==> src/rtl/wb_resp_pkg.sv <==
// Shared types and helpers for the Wishbone classic-cycle slave responder.
package wb_resp_pkg;

  localparam int unsigned WB_DW   = 32;
  localparam int unsigned WB_SELW = 4;

  typedef enum logic [1:0] {
    IDLE = 2'd0,
    WAIT = 2'd1,
    RESP = 2'd2
  } state_e;

  // Word-index width for a register file of the given depth (at least 1 bit).
  function automatic int unsigned idx_width(input int unsigned depth);
    return (depth < 2) ? 1 : $clog2(depth);
  endfunction

  // Expand byte-lane enables into a 32-bit data mask.
  function automatic logic [WB_DW-1:0] lane_mask(input logic [WB_SELW-1:0] sel);
    logic [WB_DW-1:0] m;
    m = '0;
    for (int unsigned l = 0; l < WB_SELW; l++) begin
      m[8*l +: 8] = {8{sel[l]}};
    end
    return m;
  endfunction

endpackage

==> src/rtl/wb_resp_regfile.sv <==
// DEPTH x 32 register file: async clear, per-byte-lane write, combinational read.
module wb_resp_regfile
  import wb_resp_pkg::*;
#(
  parameter int unsigned DEPTH = 16,
  parameter int unsigned IW    = 4
) (
  input  logic               clk_i,
  input  logic               rst_ni,
  input  logic               we_i,
  input  logic [IW-1:0]      widx_i,
  input  logic [WB_SELW-1:0] be_i,
  input  logic [WB_DW-1:0]   wdata_i,
  input  logic [IW-1:0]      ridx_i,
  output logic [WB_DW-1:0]   rdata_o
);

  logic [WB_DW-1:0] mem_q [DEPTH];

  always_ff @(posedge clk_i or negedge rst_ni) begin
    if (!rst_ni) begin
      for (int unsigned i = 0; i < DEPTH; i++) begin
        mem_q[i] <= '0;
      end
    end else if (we_i) begin
      for (int unsigned l = 0; l < WB_SELW; l++) begin
        if (be_i[l]) begin
          mem_q[widx_i][8*l +: 8] <= wdata_i[8*l +: 8];
        end
      end
    end
  end

  assign rdata_o = mem_q[ridx_i];

endmodule

==> src/rtl/wb_slave_responder.sv <==
// Wishbone classic-cycle slave with wait states, range error and transfer counter.
// Optional build macro WB_RESP_RETRY_EN: every RETRY_PERIODth in-range request is retried.
module wb_slave_responder
  import wb_resp_pkg::*;
#(
  parameter int unsigned   AW           = 32,
  parameter int unsigned   DEPTH        = 16,
  parameter logic [AW-1:0] BASE_ADDR    = AW'(32'h0000_1000),
  parameter int unsigned   RETRY_PERIOD = 4
) (
  input  logic               wb_clk_i,
  input  logic               wb_rst_i,
  input  logic [AW-1:0]      wb_adr_i,
  input  logic [WB_DW-1:0]   wb_dat_i,
  output logic [WB_DW-1:0]   wb_dat_o,
  input  logic [WB_SELW-1:0] wb_sel_i,
  input  logic               wb_we_i,
  input  logic               wb_stb_i,
  input  logic               wb_cyc_i,
  output logic               wb_ack_o,
  output logic               wb_err_o,
  output logic               wb_rty_o,
  input  logic [3:0]         wait_states_i,
  output logic [15:0]        access_count_o
);

  localparam int unsigned   IW   = idx_width(DEPTH);
  localparam logic [AW-1:0] SPAN = AW'(4 * DEPTH);

  if (RETRY_PERIOD == 0 || DEPTH < 2 || DEPTH > 256 || (DEPTH & (DEPTH - 1)) != 0)
  begin : g_param_check
    $error("wb_slave_responder: bad DEPTH or RETRY_PERIOD");
  end

  state_e             state_q, state_d;
  logic [IW-1:0]      idx_q, idx_d;
  logic [WB_DW-1:0]   wdat_q, wdat_d;
  logic [WB_SELW-1:0] sel_q, sel_d;
  logic               we_q, we_d;
  logic [3:0]         wait_q, wait_d;
  logic               inr_q, inr_d;
  logic               pend_q, pend_d;
  logic               ack_q, ack_d;
  logic               err_q, err_d;
  logic               rty_q, rty_d;
  logic [WB_DW-1:0]   rdat_q, rdat_d;
  logic [15:0]        cnt_q, cnt_d;

  logic [AW-1:0]      off_c;
  logic               in_range_c;
  logic               acc_c;
  logic               commit_c;
  logic               retry_hit_c;
  logic               wr_en_c;
  logic [WB_DW-1:0]   rd_word_c;

  assign off_c      = wb_adr_i - BASE_ADDR;
  assign in_range_c = (wb_adr_i >= BASE_ADDR) && (off_c < SPAN);
  assign acc_c      = (state_q == IDLE) && wb_cyc_i && wb_stb_i;

`ifdef WB_RESP_RETRY_EN
  localparam int unsigned RCW = (RETRY_PERIOD < 2) ? 1 : $clog2(RETRY_PERIOD);
  logic [RCW-1:0] rcnt_q, rcnt_d;

  // Counts in-range accepted requests; the slot before wrap is the retried one.
  assign retry_hit_c = (rcnt_q == RCW'(RETRY_PERIOD - 1));
  assign rcnt_d      = (acc_c && in_range_c) ? (retry_hit_c ? '0 : rcnt_q + RCW'(1)) : rcnt_q;

  always_ff @(posedge wb_clk_i or negedge wb_rst_i) begin
    if (!wb_rst_i) rcnt_q <= '0;
    else           rcnt_q <= rcnt_d;
  end
`else
  assign retry_hit_c = 1'b0;
`endif

  always_comb begin
    state_d  = state_q;
    idx_d    = idx_q;
    wdat_d   = wdat_q;
    sel_d    = sel_q;
    we_d     = we_q;
    wait_d   = wait_q;
    inr_d    = inr_q;
    pend_d   = pend_q;
    ack_d    = 1'b0;
    err_d    = 1'b0;
    rty_d    = 1'b0;
    rdat_d   = '0;
    cnt_d    = cnt_q;
    commit_c = 1'b0;
    unique case (state_q)
      IDLE: begin
        if (acc_c) begin
          idx_d  = off_c[IW+1:2];
          wdat_d = wb_dat_i;
          sel_d  = wb_sel_i;
          we_d   = wb_we_i;
          wait_d = wait_states_i;
          inr_d  = in_range_c;
          pend_d = in_range_c && retry_hit_c;
          if (wait_states_i == 4'd0) begin
            state_d  = RESP;
            commit_c = 1'b1;
          end else begin
            state_d = WAIT;
          end
        end
      end
      WAIT: begin
        // Initiator abandoning the cycle wins over the final wait tick.
        if (!wb_cyc_i) begin
          state_d = IDLE;
        end else begin
          wait_d = wait_q - 4'd1;
          if (wait_q == 4'd1) begin
            state_d  = RESP;
            commit_c = 1'b1;
          end
        end
      end
      RESP: begin
        state_d = IDLE;
        if (!inr_q) begin
          err_d = 1'b1;
        end else if (pend_q) begin
          rty_d = 1'b1;
        end else begin
          ack_d = 1'b1;
          if (!we_q) rdat_d = rd_word_c & lane_mask(sel_q);
          if (cnt_q != 16'hFFFF) cnt_d = cnt_q + 16'd1;
        end
      end
      default: state_d = IDLE;
    endcase
  end

  // Write lands on the edge entering RESP; _d values cover the zero-wait case.
  assign wr_en_c = commit_c && inr_d && we_d && !pend_d;

  wb_resp_regfile #(
    .DEPTH (DEPTH),
    .IW    (IW)
  ) u_regfile (
    .clk_i   (wb_clk_i),
    .rst_ni  (wb_rst_i),
    .we_i    (wr_en_c),
    .widx_i  (idx_d),
    .be_i    (sel_d),
    .wdata_i (wdat_d),
    .ridx_i  (idx_q),
    .rdata_o (rd_word_c)
  );

  always_ff @(posedge wb_clk_i or negedge wb_rst_i) begin
    if (!wb_rst_i) begin
      state_q <= IDLE;
      idx_q   <= '0;
      wdat_q  <= '0;
      sel_q   <= '0;
      we_q    <= 1'b0;
      wait_q  <= '0;
      inr_q   <= 1'b0;
      pend_q  <= 1'b0;
      ack_q   <= 1'b0;
      err_q   <= 1'b0;
      rty_q   <= 1'b0;
      rdat_q  <= '0;
      cnt_q   <= '0;
    end else begin
      state_q <= state_d;
      idx_q   <= idx_d;
      wdat_q  <= wdat_d;
      sel_q   <= sel_d;
      we_q    <= we_d;
      wait_q  <= wait_d;
      inr_q   <= inr_d;
      pend_q  <= pend_d;
      ack_q   <= ack_d;
      err_q   <= err_d;
      rty_q   <= rty_d;
      rdat_q  <= rdat_d;
      cnt_q   <= cnt_d;
    end
  end

  assign wb_ack_o       = ack_q;
  assign wb_err_o       = err_q;
  assign wb_rty_o       = rty_q;
  assign wb_dat_o       = rdat_q;
  assign access_count_o = cnt_q;

endmodule

==> config.mk <==
export PLATFORM = sky130hd
export DESIGN_NAME = wb_slave_responder
export DESIGN_NICKNAME = d
export VERILOG_FILES = /design/src/rtl/wb_resp_pkg.sv /design/src/rtl/wb_resp_regfile.sv /design/src/rtl/wb_slave_responder.sv
export SDC_FILE = /design/constraint.sdc
export NUM_CORES = 1
export LEC_CHECK = 0
export ABC_CLOCK_PERIOD_IN_PS = 2650
export CORE_ASPECT_RATIO = 1.25
export CORE_MARGIN = 4
export CORE_UTILIZATION = 55
export DETAILED_ROUTE_END_ITERATION = 8
export MAX_ROUTING_LAYER = met4
export PLACE_DENSITY = 0.77
export REMOVE_ABC_BUFFERS = 1
export SLEW_MARGIN = 30
export SYNTH_ARGS = -nofsm -noshare
export SYNTH_HDL_FRONTEND = slang
export SYNTH_SLANG_ARGS = --single-unit
==> constraint.sdc <==
create_clock -name wb_clk_i -period 2.65 [get_ports wb_clk_i]
set_input_delay 0.3975 -clock wb_clk_i [delete_from_list [all_inputs] [get_ports wb_clk_i]]
set_output_delay 0.3975 -clock wb_clk_i [all_outputs]
set_load 0.005 [all_outputs]
======== Word-level counts from Yosys, hierarchy flattened ========
Cells that the tools add are included.
word-level totals
  bits in registers ....................... 612
  logic and storage cells ................. 121
  bits of input ports ..................... 77
  output and inout port bits .............. 51
operators by class
  equality and inequality tests ........... 7
  muxes and demuxes ....................... 59
  reductions and logical operators ........ 14
  bitwise gates (word level) .............. 4
  $add $sub $neg .......................... 3
  $lt $le $gt $ge ......................... 5
operators with widths
  kind                                                          number
  two-way mux 512 bit                                           7
  bitwise mux 512 bit                                           4
  demux 32 bit (select 4 bit)                                   4
  two-way mux 32 bit                                            9
  binary-select mux 32 bit (select 4 bit)                       1
  bitwise AND 32 bit                                            1
  >= comparator 32 x 13 -> 1 bit (second input constant)        1
  less-than comparator 32 x 7 -> 1 bit (second input constant)  1
  subtractor 32 x 13 -> 32 bit (second input constant)          1
  two-way mux 24 bit                                            1
  two-way mux 4 bit                                             6
  two-way mux 1 bit                                             18
  adder 16 x 1 -> 16 bit (second input constant)                1
  two-way mux 16 bit                                            1
  != test 16 bit (second input constant)                        1
  >= comparator 5 bit (second input constant)                   2
  inverter 4 -> 5 bit                                           2
  two-way mux 2 bit                                             4
  two-way mux 8 bit                                             1
  one-hot mux 4 bit (2 select lines)                            1
  logical AND 1 bit                                             7
  less-than comparator 5 x 1 -> 1 bit (second input constant)   1
  equality test 4 x 1 -> 1 bit (second input constant)          1
  logical NOT 4 bit                                             1
  14 further kinds                                              15

======== Longest topological paths before layout ========
  depth in word-level cells ............... 21
  gate-level depth with buffers ........... 8
  gate-level depth less buffers ........... 7

======== Cells and area by module ========
From an unflattened synthesis, not the netlist that was laid out.
second synthesis, totals
  cell total of the unflattened synthesis .. 1,824
  area, all modules ....................... 27,147.3 um^2
by module, submodules not included
  module              cells an instance  instances  sequential area each (um^2)  area each (um^2)
  wb_resp_regfile     1,443              1          12,812.3                     23,133.4
  wb_slave_responder  381                1          2,502.4                      4,013.8

======== Worst setup path before layout ========
No wires, ideal clock.
  path kind ............................... register to register
  start point ............................. register wait_q[1]
  end point ............................... register u_regfile.mem_q[152] (netlist name)
  stages on the path, launching flop included .. 9
  data arrival time ....................... 2.517 ns
  path buffers ............................ 1
  period minus slack after synthesis ...... 2.641 ns
  data required time ...................... 2.525 ns
  library setup time ...................... 0.125 ns
  path slack .............................. 0.009 ns
  cell sequence ........................... dfrtp_1 > inv_1 > ha_1 > or3b_1 > o32ai_4 > buf_2 > nand4_1 > a21oi_2 > mux2_2
on the way
  longest elaborated chain between the ends .. 7
ends and longest elaborated chain
  element                             line                       source
  start, declared                     wb_slave_responder.sv:40   logic [3:0] wait_q, wait_d;
  start signal, assigned              wb_slave_responder.sv:176  wait_q <= wait_d;
  equality test 4 x 1 -> 1 bit        wb_slave_responder.sv:116  if (wait_q == 4'd1) begin
  two-way mux 1 bit                   wb_slave_responder.sv:116
  two-way mux 1 bit                   wb_slave_responder.sv:112  if (!wb_cyc_i) begin
  one-hot mux 1 bit (2 select lines)  wb_slave_responder.sv:92   unique case (state_q)
  logical AND 1 bit (3 in series)     wb_slave_responder.sv:139  assign wr_en_c = commit_c && inr_d && we_d && !pend_d;
  end signal, assigned by index       wb_resp_regfile.sv:28      mem_q[widx_i][8*l +: 8] <= wdata_i[8*l +: 8];
  end, declared                       wb_resp_regfile.sv:18      logic [WB_DW-1:0] mem_q [DEPTH];
No other way between the ends.
A chain may end at the register's enable or synchronous reset.

======== Final worst setup path ========
  start point ............................. register wait_q[1]
  end point ............................... register u_regfile.mem_q[60] (netlist name)
The elaborated chain is that of the path after synthesis.

==> impl_metrics.json <==
{
  "htree_num_levels": 2,
  "row_count": 91,
  "power_frac_seq_pct": 47.0,
  "cts_root_buf": "clkbuf_16",
  "grt_start_max_net_pins": 87,
  "power_frac_comb_pct": 12.5,
  "worst_pin_slew_ns": 0.738,
  "drc": 0,
  "cts_tree": "yes",
  "drt-pass1-iter-count": 5,
  "arrival_ns": 3.13,
  "p_leak_nw": 15.9,
  "netlist_top_cells_area": "dfrtp_1 (56%), mux2_2 (20%), mux4_2 (10%)",
  "hpwl_um": 41400,
  "yosys_warnings": 0,
  "placed_cell_area_mm2": 0.0317,
  "power_switching_mw": 5.16,
  "synth.distinct_cells": 43,
  "final_util_pct": 70.1,
  "dieWidth_um": 208,
  "p_int_mw": 15.3,
  "post-route-period-util_pct": 101,
  "dieArea_mm2": 0.0537,
  "synth_edf_count": 0,
  "grt_pass1_wl_um": 104000,
  "netlist.area_leader.share_pct": 55.6,
  "clkPwrFrac_pct": 40.5,
  "sw_frac_of_total_pct": 25.3,
  "ys_seq_area_share_pct": 55.6,
  "cts.path.max_buffers": 3,
  "p_per_area_mw_per_mm2": 589,
  "vias_per_cell": 6.02,
  "postSynth.asyncResetShare_pct": 100,
  "cp-end-kind": "flop",
  "crit_fanout": 8,
  "whs_ns": 0.376,
  "syn2layout_area_growth_pct": 25.9,
  "cts_made_buffers": 56,
  "ys_seq_elements": 612,
  "cp-start-kind": "flop",
  "setup_viol": 8,
  "synth_cells": 1839,
  "r2r_slack_ns": -0.01,
  "yosysMostFrequentCell": "dfrtp_1",
  "slew_violations": 0,
  "synth_largest_area_cell": "dfrtp_1",
  "setup_ws_ns": -0.0145,
  "fin_area_mm2": 0.0347,
  "maxCapViolCount": 0,
  "path_class": "reg -> reg",
  "ant_nets": 0,
  "drive_above_1_share_pct": 46.1,
  "hold_class": "in -> async",
  "core_mm2": 0.0494,
  "start_util_pct": 55.7,
  "place_ws_ns": -0.384,
  "synth_ff_type": "dfrtp_1",
  "insertion_delay_ns": 0.58,
  "ys_top_cells_by_count": "dfrtp_1 (612), mux2_2 (487), nand2_1 (146)",
  "avgRoutedWirePerCell_um": 23.7,
  "ir_worst_vdd_mv": 0.456,
  "clk_pin_slew_ns": 0.07,
  "drt_iter0_markers": 1037,
  "status": "finished, violations left",
  "wl_um": 66600,
  "grt_usage_pct": 25.0,
  "rsz0062_at_grt": "yes",
  "fin_crit_ns": 2.66,
  "hold_viol_final": 0,
  "r2r_end": "u_regfile.mem_q[60]$_DFFE_PN0P_",
  "fin_skew_ns": 0.0117,
  "violations": "setup timing",
  "num_vias": 16900,
  "io_pins": 128,
  "rr_startpoint": "wait_q[1]$_DFFE_PN0P_",
  "rr_worst_depth": 11,
  "critical_path_required_ns": 3.12,
  "grt_overflow_total": 0,
  "max-slew-margin-rel_pct": 50.8,
  "nets": 2193,
  "fmax_mhz": 375,
  "netlist_area_mm2": 0.0275,
  "synth_area_per_cell_um2": 15.0,
  "grt_antenna_before_repair": 1,
  "io_buffers": 125,
  "routabilityCongestion": 0.817,
  "clock_sinks": 612,
  "dieHeight_um": 258,
  "grt_pass1_vias": 18600
}
metrics by stage:
| step | total power, mW | TNS [ns] | std cells |
|---|---|---|---|
| after floorplan | 11.1 | -1983.32 | 1731 |
| after global placement | 12.2 | -143.01 | 2700 |
| after detailed placement | 12.3 | -154.90 | 2700 |
| after CTS | 20.5 | 0 | 2807 |
| after global routing | 21.2 | -8.77 | 2809 |
| final | 20.4 | -0.0601 | 2809 |
power groups by stage:
stage / sequential, mW / combinational (mW) / clock [mW]
2_1_floorplan: 10.1 / 0.979 / 0
3_3_place_gp: 9.76 / 2.41 / 0
3_5_place_dp: 9.77 / 2.49 / 0
4_1_cts: 9.60 / 2.52 / 8.38
5_1_grt: 9.62 / 2.76 / 8.78
6_report: 9.61 / 2.56 / 8.26
repair_timing:
action	CTS	global route
buffers inserted	3	1
cloned	1	0
resized for setup	7	204
endpoints found under the hold margin	37	0
hold buffers	1	0
endpoints found under the setup margin	426	391
pin swaps	3	4
sequential cells by signal, summed over array words and instances, names as in the netlist:
name / cells
inr_q: 1
wdat_q: 32
access_count_o: 16
wb_rty_o: 1
pend_q: 1
u_regfile.mem_q: 512
sel_q: 4
wb_ack_o: 1
wb_err_o: 1
idx_q: 4
wb_dat_o: 32
we_q: 1
wait_q: 4
state_q: 2
critical path: stages (launching register included):
cell and delay [ns]:
dfrtp_1 0.39, inv_2 0.08, ha_4 0.11, or3b_4 0.39, o32ai_4 0.26, buf_12 0.16
buf_12 0.11, nand4_1 0.17, buf_4 0.23, a21oi_4 0.15, buf_12 0.16, mux2_2 0.34
cells in the final DEF, fill, tap and decap left out, types with 3 or more instances in the layout:
| cell | netlist | final |
|---|---|---|
| a21oi_1 | 6 | 6 |
| mux2_2 | 487 | 341 |
| clkdlybuf4s50_1 | 0 | 124 |
| mux2_1 | 28 | 14 |
| buf_4 | 0 | 104 |
| and4_1 | 6 | 6 |
| xor2_1 | 9 | 9 |
| buf_12 | 0 | 88 |
| xnor2_1 | 6 | 6 |
| nor2_1 | 11 | 11 |
| mux2i_1 | 38 | 38 |
| nand2b_1 | 8 | 8 |
| o21ai_0 | 4 | 4 |
| bufinv_16 | 0 | 4 |
| dfrtp_4 | 0 | 3 |
| o22ai_1 | 6 | 6 |
| nor2b_1 | 34 | 34 |
| inv_1 | 7 | 6 |
| nand4_1 | 16 | 16 |
| clkinv_2 | 0 | 7 |
| nand2_1 | 146 | 146 |
| clkbuf_8 | 0 | 18 |
| a21oi_2 | 60 | 19 |
| nand4b_1 | 4 | 4 |
| and3_1 | 6 | 6 |
| mux4_2 | 128 | 128 |
| buf_6 | 0 | 5 |
| clkbuf_16 | 0 | 57 |
| dfrtp_1 | 612 | 607 |
| mux2_4 | 0 | 160 |
| a211oi_1 | 64 | 64 |
| nand3_1 | 10 | 10 |
| a21oi_4 | 4 | 45 |
| nor3_1 | 6 | 6 |
| nor4_1 | 4 | 4 |
| clkbuf_1 | 75 | 13 |
metal layers:
metal  track usage, %  wire, um  up-vias
met1             32.5     27900     9021
met3             3.50      2720      133
li1                 -         -     7350
met4             7.56      2040        0
met2             41.7     34000      395
met5                -         0        -
cells by family after synthesis:
logic type	share of synthesized area [%]
adders and majority gates	0.136
muxes	32.9
xor gates and xnor gates	0.477
buffers and inverters	1.66
AOI/OAI and AO/OA	4.48
DFF	55.6
and+or+nand+nor	4.66
how the worst max path moves through the flow:
stage                           from                                to  cells after the start
2_1_floorplan     idx_q[0]$_DFF_PN0_  u_regfile.mem_q[320]$_DFFE_PN0P_                      5
3_3_place_gp                wb_cyc_i   u_regfile.mem_q[32]$_DFFE_PN0P_                      9
3_5_place_dp                wb_cyc_i   u_regfile.mem_q[38]$_DFFE_PN0P_                      9
4_1_cts        wait_q[1]$_DFFE_PN0P_   u_regfile.mem_q[60]$_DFFE_PN0P_                     11
5_1_grt        wait_q[1]$_DFFE_PN0P_  u_regfile.mem_q[241]$_DFFE_PN0P_                     11
6_report       wait_q[1]$_DFFE_PN0P_   u_regfile.mem_q[60]$_DFFE_PN0P_                     11
area by class of cell:
| class | count | area (um^2) |
|---|---|---|
| timing repair buffer | 324 | 3890 |
| clock buffer | 88 | 1720 |
| tap | 651 | 815 |
| fill | 3170 | 14800 |
| clock inverter | 14 | 179 |
| antenna | 1 | 2.50 |
| sequential | 612 | 15300 |
| multi-input combinational | 1112 | 12700 |
| inverter | 7 | 26.3 |
No activity file was read; power rests on OpenSTA's default activity.
